$ cat src/rtl/fetch_pkg.sv
// Shared types, defaults and helpers for the instruction fetch stage.
package fetch_pkg;

    // Fetch control states: normal issue, or holding a response in the skid entry.
    typedef enum logic [0:0] {
        S_RUN   = 1'b0,
        S_STALL = 1'b1
    } fetch_state_e;

    localparam logic [31:0] FETCH_RESET_PC = 32'h0000_0000;
    localparam int          FETCH_ADDR_W   = 18;
    localparam int          FETCH_DATA_W   = 32;

    // Byte address to BRAM word index; the caller truncates to its address width.
    function automatic logic [29:0] pc_to_word(input logic [31:0] pc);
        return 30'(pc >> 2);
    endfunction

endpackage

$ cat src/rtl/fetch_if.sv
// Fetch-stage bus bundle: BRAM read port, branch redirect and decode handshake.
// master = fetch unit side, slave = BRAM / execute / decode side.
interface fetch_if
    import fetch_pkg::*;
#(
    parameter int ADDR_W = FETCH_ADDR_W,
    parameter int DATA_W = FETCH_DATA_W
);
    logic              mem_enable;
    logic [ADDR_W-1:0] mem_address;
    logic [DATA_W-1:0] mem_data;
    logic              branch_valid;
    logic [31:0]       branch_target;
    logic              inst_valid;
    logic              inst_ready;
    logic [DATA_W-1:0] inst_data;
    logic [31:0]       inst_pc;

    modport master (
        output mem_enable, mem_address, inst_valid, inst_data, inst_pc,
        input  mem_data, branch_valid, branch_target, inst_ready
    );

    modport slave (
        input  mem_enable, mem_address, inst_valid, inst_data, inst_pc,
        output mem_data, branch_valid, branch_target, inst_ready
    );
endinterface

$ cat src/rtl/fetch_skid_buf.sv
// One-entry {instruction, pc} holding buffer used when a BRAM response
// arrives while decode is back-pressuring the output register.
module fetch_skid_buf #(
    parameter int DATA_W = 32
) (
    input  logic              clk,
    input  logic              reset,
    input  logic              load_i,
    input  logic              unload_i,
    input  logic              flush_i,
    input  logic [DATA_W-1:0] data_i,
    input  logic [31:0]       pc_i,
    output logic              full_o,
    output logic [DATA_W-1:0] data_o,
    output logic [31:0]       pc_o
);
    logic              full_q;
    logic [DATA_W-1:0] data_q;
    logic [31:0]       pc_q;

    // Entry storage: flush wins over load, load wins over unload.
    always_ff @(posedge clk) begin
        if (reset || flush_i) begin
            full_q <= 1'b0;
            data_q <= '0;
            pc_q   <= 32'd0;
        end else if (load_i) begin
            full_q <= 1'b1;
            data_q <= data_i;
            pc_q   <= pc_i;
        end else if (unload_i) begin
            full_q <= 1'b0;
        end
    end

    assign full_o = full_q;
    assign data_o = data_q;
    assign pc_o   = pc_q;
endmodule

$ cat src/rtl/fetch_unit.sv
// Instruction fetch stage: owns the PC, drives the BRAM read port, absorbs the
// one-cycle BRAM latency and hands instructions to decode over valid/ready.
// Optional build macro FETCH_PERF_EN adds saturating accept/stall counters.
module fetch_unit
    import fetch_pkg::*;
#(
    parameter logic [31:0] RESET_PC = FETCH_RESET_PC,
    parameter int          ADDR_W   = FETCH_ADDR_W,
    parameter int          DATA_W   = FETCH_DATA_W
) (
    input  logic      clk,
    input  logic      reset,
    fetch_if.master   bus
`ifdef FETCH_PERF_EN
    ,
    output logic [31:0] perf_fetched,
    output logic [31:0] perf_stall
`endif
);
    fetch_state_e      state_q;
    logic [31:0]       pc_q;
    logic [31:0]       pc_d;
    logic              pend_q;
    logic [31:0]       pend_pc_q;
    logic              inst_valid_q;
    logic [DATA_W-1:0] inst_data_q;
    logic [31:0]       inst_pc_q;

    logic              out_free_s;
    logic              issue_s;
    logic              capture_s;
    logic              skid_load_s;
    logic              skid_unload_s;
    logic              skid_full_s;
    logic [DATA_W-1:0] skid_data_s;
    logic [31:0]       skid_pc_s;

    assign pc_d = pc_q + 32'd4;

    // Issue / capture decisions; a branch in the same cycle suppresses all of them.
    always_comb begin
        out_free_s    = !inst_valid_q || bus.inst_ready;
        issue_s       = !reset && !bus.branch_valid && (state_q == S_RUN) && out_free_s;
        capture_s     = !reset && !bus.branch_valid && (state_q == S_RUN) && pend_q;
        skid_load_s   = capture_s && !out_free_s;
        skid_unload_s = !reset && !bus.branch_valid && (state_q == S_STALL)
                        && inst_valid_q && bus.inst_ready;
    end

    assign bus.mem_enable  = issue_s;
    assign bus.mem_address = issue_s ? ADDR_W'(pc_to_word(pc_q)) : '0;

    fetch_skid_buf #(.DATA_W(DATA_W)) u_skid (
        .clk      (clk),
        .reset    (reset),
        .load_i   (skid_load_s),
        .unload_i (skid_unload_s),
        .flush_i  (bus.branch_valid),
        .data_i   (bus.mem_data),
        .pc_i     (pend_pc_q),
        .full_o   (skid_full_s),
        .data_o   (skid_data_s),
        .pc_o     (skid_pc_s)
    );

    // PC, in-flight tracking, output register and RUN/STALL state machine.
    always_ff @(posedge clk) begin
        if (reset) begin
            state_q      <= S_RUN;
            pc_q         <= RESET_PC & ~32'd3;
            pend_q       <= 1'b0;
            pend_pc_q    <= 32'd0;
            inst_valid_q <= 1'b0;
            inst_data_q  <= '0;
            inst_pc_q    <= 32'd0;
        end else if (bus.branch_valid) begin
            // Redirect: drop the in-flight response and any buffered/presented instruction.
            state_q      <= S_RUN;
            pc_q         <= bus.branch_target & ~32'd3;
            pend_q       <= 1'b0;
            inst_valid_q <= 1'b0;
        end else begin
            pend_q <= issue_s;
            if (issue_s) begin
                pc_q      <= pc_d;
                pend_pc_q <= pc_q;
            end
            case (state_q)
                S_RUN: begin
                    if (pend_q && out_free_s) begin
                        inst_valid_q <= 1'b1;
                        inst_data_q  <= bus.mem_data;
                        inst_pc_q    <= pend_pc_q;
                    end else if (pend_q) begin
                        // Response parked in the skid entry by u_skid this edge.
                        state_q <= S_STALL;
                    end else if (bus.inst_ready) begin
                        inst_valid_q <= 1'b0;
                    end
                end
                S_STALL: begin
                    if (bus.inst_ready && skid_full_s) begin
                        inst_valid_q <= 1'b1;
                        inst_data_q  <= skid_data_s;
                        inst_pc_q    <= skid_pc_s;
                        state_q      <= S_RUN;
                    end
                end
                default: begin
                    state_q <= S_RUN;
                end
            endcase
        end
    end

    assign bus.inst_valid = inst_valid_q;
    assign bus.inst_data  = inst_data_q;
    assign bus.inst_pc    = inst_pc_q;

`ifdef FETCH_PERF_EN
    logic [31:0] perf_fetched_q;
    logic [31:0] perf_stall_q;

    // Saturating counters of accepted instructions and back-pressured cycles.
    always_ff @(posedge clk) begin
        if (reset) begin
            perf_fetched_q <= 32'd0;
            perf_stall_q   <= 32'd0;
        end else begin
            if (inst_valid_q && bus.inst_ready && (perf_fetched_q != 32'hFFFF_FFFF)) begin
                perf_fetched_q <= perf_fetched_q + 32'd1;
            end
            if (inst_valid_q && !bus.inst_ready && (perf_stall_q != 32'hFFFF_FFFF)) begin
                perf_stall_q <= perf_stall_q + 32'd1;
            end
        end
    end

    assign perf_fetched = perf_fetched_q;
    assign perf_stall   = perf_stall_q;
`endif
endmodule

$ cat src/flat_wrapper.sv
// flat-port wrapper written by rule: the top's interface ports become plain ports
module fetch_unit_flat import fetch_pkg::*;
#(
    parameter logic [31:0] RESET_PC = FETCH_RESET_PC,
    parameter int          ADDR_W   = FETCH_ADDR_W,
    parameter int          DATA_W   = FETCH_DATA_W
)
  (clk, reset, bus_mem_enable, bus_mem_address, bus_inst_valid, bus_inst_data, bus_inst_pc, bus_mem_data, bus_branch_valid, bus_branch_target, bus_inst_ready);
  fetch_if #(.ADDR_W(ADDR_W), .DATA_W(DATA_W)) bus_i ();
  input  logic clk;
  input  logic reset;
  output wire logic [$bits(bus_i.mem_enable)-1:0] bus_mem_enable;
  output wire logic [$bits(bus_i.mem_address)-1:0] bus_mem_address;
  output wire logic [$bits(bus_i.inst_valid)-1:0] bus_inst_valid;
  output wire logic [$bits(bus_i.inst_data)-1:0] bus_inst_data;
  output wire logic [$bits(bus_i.inst_pc)-1:0] bus_inst_pc;
  input wire logic [$bits(bus_i.mem_data)-1:0] bus_mem_data;
  input wire logic [$bits(bus_i.branch_valid)-1:0] bus_branch_valid;
  input wire logic [$bits(bus_i.branch_target)-1:0] bus_branch_target;
  input wire logic [$bits(bus_i.inst_ready)-1:0] bus_inst_ready;
  assign bus_mem_enable = bus_i.mem_enable;
  assign bus_mem_address = bus_i.mem_address;
  assign bus_inst_valid = bus_i.inst_valid;
  assign bus_inst_data = bus_i.inst_data;
  assign bus_inst_pc = bus_i.inst_pc;
  assign bus_i.mem_data = bus_mem_data;
  assign bus_i.branch_valid = bus_branch_valid;
  assign bus_i.branch_target = bus_branch_target;
  assign bus_i.inst_ready = bus_inst_ready;
  fetch_unit #(.RESET_PC(RESET_PC), .ADDR_W(ADDR_W), .DATA_W(DATA_W)) u_core (.clk(clk), .reset(reset), .bus(bus_i));
endmodule
$ cat config.mk
export PLATFORM = sky130hd
export DESIGN_NAME = fetch_unit_flat
export DESIGN_NICKNAME = d
export VERILOG_FILES = /design/src/rtl/fetch_pkg.sv /design/src/rtl/fetch_if.sv /design/src/rtl/fetch_skid_buf.sv /design/src/rtl/fetch_unit.sv /design/src/flat_wrapper.sv
export SDC_FILE = /design/constraint.sdc
export NUM_CORES = 1
export LEC_CHECK = 0
export CAP_MARGIN = 20
export CORE_MARGIN = 2
export CORE_UTILIZATION = 65
export DETAILED_ROUTE_END_ITERATION = 7
export DONT_BUFFER_PORTS = 1
export PLACE_DENSITY = 0.81
export SLEW_MARGIN = 25
export SYNTH_ARGS = -nofsm -noshare
export SYNTH_HDL_FRONTEND = slang
export SYNTH_HIERARCHICAL = 1
export SYNTH_SLANG_ARGS = --single-unit
$ cat constraint.sdc
create_clock -name clk -period 3.8 [get_ports clk]
set_input_delay 0.95 -clock clk [delete_from_list [all_inputs] [get_ports clk]]
set_output_delay 0.95 -clock clk [all_outputs]
set_load 0.005 [all_outputs]
==> results.sh, run 1 <==
export IMPL_status="finished, final reports clean"
export IMPL_post_place_cells=1029
export IMPL_r2r_slack_ps=1380
export IMPL_ys_warn_count=6
export IMPL_crit_path_end_kind="output port"
export IMPL_worst_slew_pin_transition_ps=948
export IMPL_final_hold_viol_count=0
export IMPL_wl_mm=20.5
export IMPL_synth_simple_area_share=0.143
export IMPL_avgSynthCellArea_sq_um=9.16
export IMPL_crit_chain="inv_1 -> nand3_1 -> clkinv_1 -> buf_4 -> nand2_1 -> inv_1"
export IMPL_drt_wirelength_per_cell_microns=19.4
export IMPL_critPathBufInv=4
export IMPL_ioPinCount=152
export IMPL_synth_compound_area_frac=0.185
export IMPL_clock_path_buffers=2
export IMPL_drtAntennaViolNets=0
export IMPL_cp_start_kind="flop"
export IMPL_place_hpwl_mm=13.1
export IMPL_cp_data_required_time_ps=2850
export IMPL_fin_skew_ps=10.1
export IMPL_layout_cells_most_common="dfxtp_1"
export IMPL_antenna_found_initial=0
export IMPL_synth_top_family_by_area="compound AO/OA/AOI/OAI gates"
export IMPL_ctsResizeCount=0
export IMPL_power_density_nw_per_um2=472
export IMPL_die_area_sq_um=14000
export IMPL_reg2regPathDepth=5
export IMPL_synthXorXnorAreaFrac=0.00412
export IMPL_synthesis_area_sq_um=8500
export IMPL_clk_pin_slew_worst_paths_ps=70
export IMPL_cts_max_level=4
export IMPL_min_path_type="flop to flop"
export IMPL_placed_area_sq_um=8440
export IMPL_dp_worst_setup_slack_ps=983
export IMPL_cts_root_buffer="clkbuf_16"
export IMPL_synth_cell_types=56
export IMPL_stdcell_area_sq_um=9070
export IMPL_setup_viol=0
export IMPL_grt_max_degree=129
export IMPL_worstPathMaxFanout=23
export IMPL_port_buffers=0
export IMPL_rr_startpoint="u_core/pc_q[2]"
export IMPL_worstSkewPairLatency_ps=430
export IMPL_power_leakage_nw=2.84
export IMPL_die_x_microns=118
export IMPL_final_nets=945
export IMPL_syn_inst=928
export IMPL_synth_edf_count=0
export IMPL_final_util=0.716
export IMPL_cp_arrival_ps=1920
export IMPL_layout_setup_ws_ps=932
export IMPL_crit_family="buffers and inverters"
export IMPL_die_y_microns=118
export IMPL_grt_pass1_vias=6482
export IMPL_initial_utilization=0.671
export IMPL_synth_mux_area_frac=0.148
export IMPL_slew_headroom=0.368
export IMPL_diodes=0
export IMPL_postCtsHoldBufs=0
export IMPL_maxSlewViolCount=0
export IMPL_post_cts_buffers=0
export IMPL_layout_common_cells="191 x dfxtp_1, 126 x mux2i_1, 99 x a21oi_1"
export IMPL_tns_ps=0
export IMPL_min_to="u_core/pend_pc_q[31]"
export IMPL_track_usage=0.288
export IMPL_holdPathStages=2
export IMPL_crit_top_cell="inv_1"
export IMPL_cp_slowest_cell="dfxtp_4"
export IMPL_layoutNonFillerInstCount=1061
export IMPL_drtIter0Drc=584
export IMPL_fmax_mhz=349
export IMPL_period_share=0.755
export IMPL_grt_pass1_wl_mm=33.0
export IMPL_slowest_delay_ps=580
export IMPL_drv_cap=0
export IMPL_rsz0062_at_grt="no"
export IMPL_area_growth_pct=6.79
export IMPL_ys_ff_latch=192
export IMPL_std_cell_rows=41
export IMPL_synth_async_reset_ratio=0
export IMPL_cts_tree="built"
export IMPL_drc=0
export IMPL_period_needed_ps=2870
export IMPL_synth_ff_type="dfxtp_1"
export IMPL_drive_gt1_frac=0.0664
export IMPL_overflow=0
export IMPL_critPathKind="flop to output port"
export IMPL_cts_sinks=192
export IMPL_fillers=1003
export IMPL_regToRegEndpoint="u_core/pc_q[18]"
export IMPL_worstHoldStart="u_core/pend_pc_q[31]"
export IMPL_synth_fa_ha_area_frac=0.00147
export IMPL_synth_seq_area_share=0.452
export IMPL_vias=6864
export IMPL_firstDrtPassIters=5
export IMPL_coreArea_sq_um=12700
export IMPL_ir_drop_mv=0.305
export IMPL_cts_buffers_inserted=17
export IMPL_gp_congestion=0.887
export IMPL_post_drt_via_cell_ratio=6.47
-- where the power goes --
group / switching, W / total, W / internal [W]
combinational: 0.000152 / 0.000245 / 0.0000934
clock: 0.000758 / 0.00189 / 0.00113
sequential: 0.0000730 / 0.00215 / 0.00208
-- worst max path at each step --
stage	from	depth (start not counted)	end
3_3_place_gp	bus_inst_ready	6	bus_mem_address[7]
3_5_place_dp	bus_inst_ready	6	bus_mem_address[8]
6_report	u_core/state_q	6	bus_mem_address[8]
4_1_cts	u_core/state_q	6	bus_mem_address[8]
5_1_grt	u_core/state_q	6	bus_mem_address[8]
2_1_floorplan	bus_branch_valid	6	bus_mem_enable
-- cells in the mapped netlist, types with 7 or more instances --
master / instances / area [sq um]
dfxtp_1: 192 / 3840
mux2i_1: 126 / 1260
a21oi_1: 99 / 495
nand2_1: 88 / 330
nor2_1: 81 / 304
a311oi_1: 69 / 604
clkbuf_1: 52 / 195
inv_1: 31 / 116
nand3_1: 17 / 85.1
a31oi_1: 15 / 93.8
buf_2: 13 / 65.1
or4_1: 10 / 75.1
nand4_1: 9 / 56.3
nor4_1: 8 / 50.1
and2_1: 7 / 43.8
buf_1: 7 / 26.3
buf_6: 7 / 78.8
o311ai_0: 7 / 61.3
o31ai_1: 7 / 52.6
-- logic make-up (layout without fill, tap and decap cells) --
| group | after synthesis | in the layout |
|---|---|---|
| buffers and inverters | 118 | 78 |
| and+or+nand+nor | 257 | 257 |
| DFF | 192 | 192 |
| other | 1 | 2 |
| adders and majority gates | 1 | 1 |
| muxes | 126 | 126 |
| AOI/OAI and AO/OA | 229 | 229 |
| xor gates and xnor gates | 4 | 4 |
-- registers in the layout, summed over array words and instances, names as in the netlist --
register / cells
u_core/pc_q: 30
u_core/pend_q: 1
u_core/u_skid/data_o: 32
u_core/state_q: 1
u_core/bus.inst_data: 32
u_core/bus.inst_valid: 1
u_core/u_skid/pc_o: 32
u_core/pend_pc_q: 30
u_core/u_skid/full_o: 1
u_core/bus.inst_pc: 32
-- worst register-to-register path: stages, from the launching register on --
cell	delay, ps
dfxtp_1	410
ha_1	220
nand3_2	170
or4_1	680
or4_1	530
a311oi_1	300
-- stage by stage --
step | hold slack (ps) | power, W
after detailed placement | 461 | 0.00243
final | 475 | 0.00428
after CTS | 470 | 0.00430
after global placement | 453 | 0.00242
after floorplan | 432 | 0.00239
after global routing | 489 | 0.00441
-- area by class of cell --
cell class                 instances  area [sq um]  area share
multi-input combinational        619          4120       0.454
sequential                       192          3850       0.424
clock buffer                      21           450      0.0496
tap                              172           215      0.0237
clock inverter                    11           179      0.0197
timing repair buffer              13           135      0.0149
inverter                          33           126      0.0139
-- layer usage --
metal / routed length (microns) / GRT usage
met1: 9000 / 0.386
met2: 9710 / 0.461
met3: 1670 / 0.0878
met4: 149 / 0.0595
met5: 0 / 0
Note: power is estimated with default switching activity, not from simulation.
==> run 2: changes to the inputs <==
--- a/config.mk
+++ b/config.mk
@@ -7,10 +7,10 @@
 export LEC_CHECK = 0
 export CAP_MARGIN = 20
 export CORE_MARGIN = 2
-export CORE_UTILIZATION = 65
+export CORE_UTILIZATION = 57
 export DETAILED_ROUTE_END_ITERATION = 7
 export DONT_BUFFER_PORTS = 1
-export PLACE_DENSITY = 0.81
+export PLACE_DENSITY = 0.75
 export SLEW_MARGIN = 25
 export SYNTH_ARGS = -nofsm -noshare
 export SYNTH_HDL_FRONTEND = slang
==> constraint.sdc (replaced) <==
create_clock -name clk -period 2.5 [get_ports clk]
set_input_delay 0.625 -clock clk [delete_from_list [all_inputs] [get_ports clk]]
set_output_delay 0.625 -clock clk [all_outputs]
set_load 0.005 [all_outputs]
==> run 2 against run 1 <==
  * Total power increased by 48%
  * Non-clock buffer count increased by 13
  * Clock power increased by 43%
  * Worst hold slack got worse by 210 ps
  * Sequential power is 52% higher
  * Combinational power increased by 59%
  * Utilization decreased by 8.3 points
  * First-iteration DRC count shrank 16%
  * Sequential cell count unchanged
  * Critical endpoint is now bus_mem_address[6]
==> results.sh, run 2 (same netlist as run 1, synthesis figures left out) <==
export IMPL_status="finished, final reports clean"
export IMPL_hold_slack_ps=264
export IMPL_min_path_type="input port to flop"
export IMPL_critPathBufInv=4
export IMPL_stdcell_area_sq_um=9200
export IMPL_diodes=0
export IMPL_fin_skew_ps=10.5
export IMPL_clock_path_buffers=2
export IMPL_firstDrtPassIters=4
export IMPL_overflow=0
export IMPL_maxSlewViolCount=0
export IMPL_crit_chain="inv_1 -> nand3_2 -> clkinv_1 -> buf_12 -> nand2_1 -> inv_1"
export IMPL_coreArea_sq_um=14500
export IMPL_placed_area_sq_um=8620
export IMPL_std_cell_rows=44
export IMPL_cts_tree="built"
export IMPL_slowest_delay_ps=370
export IMPL_cts_root_buffer="clkbuf_16"
export IMPL_grt_pass1_wl_mm=32.3
export IMPL_ir_drop_mv=0.444
export IMPL_cp_arrival_ps=1650
export IMPL_worstSkewPairLatency_ps=420
export IMPL_post_cts_buffers=0
export IMPL_gp_congestion=0.864
export IMPL_tns_ps=0
export IMPL_ctsResizeCount=0
export IMPL_final_nets=958
export IMPL_period_needed_ps=2280
export IMPL_initial_utilization=0.585
export IMPL_layout_common_cells="191 x dfxtp_1, 126 x mux2i_1, 99 x a21oi_1"
export IMPL_layout_cells_most_common="dfxtp_1"
export IMPL_final_hold_viol_count=0
export IMPL_place_hpwl_mm=12.8
export IMPL_clk_pin_slew_worst_paths_ps=70
export IMPL_post_drt_via_cell_ratio=6.16
export IMPL_slew_headroom=0.545
export IMPL_die_y_microns=126
export IMPL_drc=0
export IMPL_rsz0062_at_grt="no"
export IMPL_ioPinCount=152
export IMPL_antenna_found_initial=2
export IMPL_crit_path_end_kind="output port"
export IMPL_worstPathMaxFanout=38
export IMPL_cp_slowest_cell="dfxtp_4"
export IMPL_cts_sinks=192
export IMPL_crit_top_cell="inv_1"
export IMPL_die_x_microns=126
export IMPL_drtAntennaViolNets=0
export IMPL_cts_buffers_inserted=17
export IMPL_grt_max_degree=129
export IMPL_postCtsHoldBufs=0
export IMPL_vias=6663
export IMPL_crit_family="buffers and inverters"
export IMPL_cts_max_level=4
export IMPL_track_usage=0.249
export IMPL_critPathKind="flop to output port"
export IMPL_setup_viol=0
export IMPL_post_place_cells=1054
export IMPL_power_leakage_nw=2.91
export IMPL_wl_mm=19.8
export IMPL_fmax_mhz=439
export IMPL_cp_data_required_time_ps=1880
export IMPL_drt_wirelength_per_cell_microns=18.3
export IMPL_worst_slew_pin_transition_ps=682
export IMPL_drtIter0Drc=488
export IMPL_area_growth_pct=8.29
export IMPL_cp_start_kind="flop"
export IMPL_fillers=1274
export IMPL_drive_gt1_frac=0.0791
export IMPL_grt_pass1_vias=6432
export IMPL_die_area_sq_um=15900
export IMPL_power_density_nw_per_um2=690
export IMPL_drv_cap=0
export IMPL_period_share=0.910
export IMPL_layoutNonFillerInstCount=1082
export IMPL_port_buffers=0
## run 2: cell count changes in the layout (fill, tap and decap cells not counted), moves of 2 or more
cell       previous run  this run
buf_12                3         8
buf_4                10        18
bufinv_16             4         2
clkbuf_1              3         0
clkinv_4              3         1
## run 2: final cells by class
class | count | area (sq um) | area share
inverter | 33 | 126 | 0.0137
clock buffer | 20 | 478 | 0.0519
sequential | 192 | 3850 | 0.418
clock inverter | 8 | 105 | 0.0114
tap | 184 | 230 | 0.0250
timing repair buffer | 26 | 295 | 0.0321
multi-input combinational | 619 | 4120 | 0.448
## run 2: worst register-to-register path: stages (launching register included)
cell and delay [ps]:
dfxtp_1 410, ha_1 230, nand3_2 90, or4_1 650, or4_1 520, a311oi_1 250
## run 2: final timing paths
path | cells after the start | to | slack (ps) | startpoint
hold / removal | 1 | u_core/bus.inst_data[25] | 260 | reset
setup reg to reg | 5 | u_core/pc_q[18] | 260 | u_core/pc_q[2]
hold reg to reg | 2 | u_core/pend_pc_q[3] | 470 | u_core/pend_pc_q[3]
setup / recovery | 6 | bus_mem_address[6] | 220 | u_core/state_q
## run 2: power breakdown
group	total [W]	internal (W)	switching, W	leakage, nW
logic	0.000390	0.000160	0.000230	1.07
clock network	0.00270	0.00157	0.00113	0.277
registers	0.00326	0.00316	0.0000994	1.56
total	0.00635	0.00489	0.00146	2.91
## run 2: metrics by stage
step	setup slack, ps	total power, W	utilization
finish	224	0.00635	0.633
global route	93.8	0.00657	0.633
CTS	209	0.00639	0.633
detailed placement	288	0.00371	0.593
global placement	330	0.00370	0.593
floorplan	69.9	0.00363	-
## run 2: routing by layer
metal	GRT usage	wire, microns	vias to the layer above
li1	-	-	3321
met1	0.325	8850	3126
met2	0.394	9190	191
met3	0.0824	1500	21
met4	0.0795	250	4
met5	0	26	-
==> run 3: changes to the inputs <==
--- a/config.mk
+++ b/config.mk
@@ -8,8 +8,10 @@
 export CAP_MARGIN = 20
 export CORE_MARGIN = 2
 export CORE_UTILIZATION = 57
+export CTS_CLUSTER_DIAMETER = 80
 export DETAILED_ROUTE_END_ITERATION = 7
 export DONT_BUFFER_PORTS = 1
+export HOLD_SLACK_MARGIN = 0.05
 export PLACE_DENSITY = 0.75
 export SLEW_MARGIN = 25
 export SYNTH_ARGS = -nofsm -noshare
==> results of run 3 <==
Same layout as run 2: the final DEF is identical, and so are final timing and power.
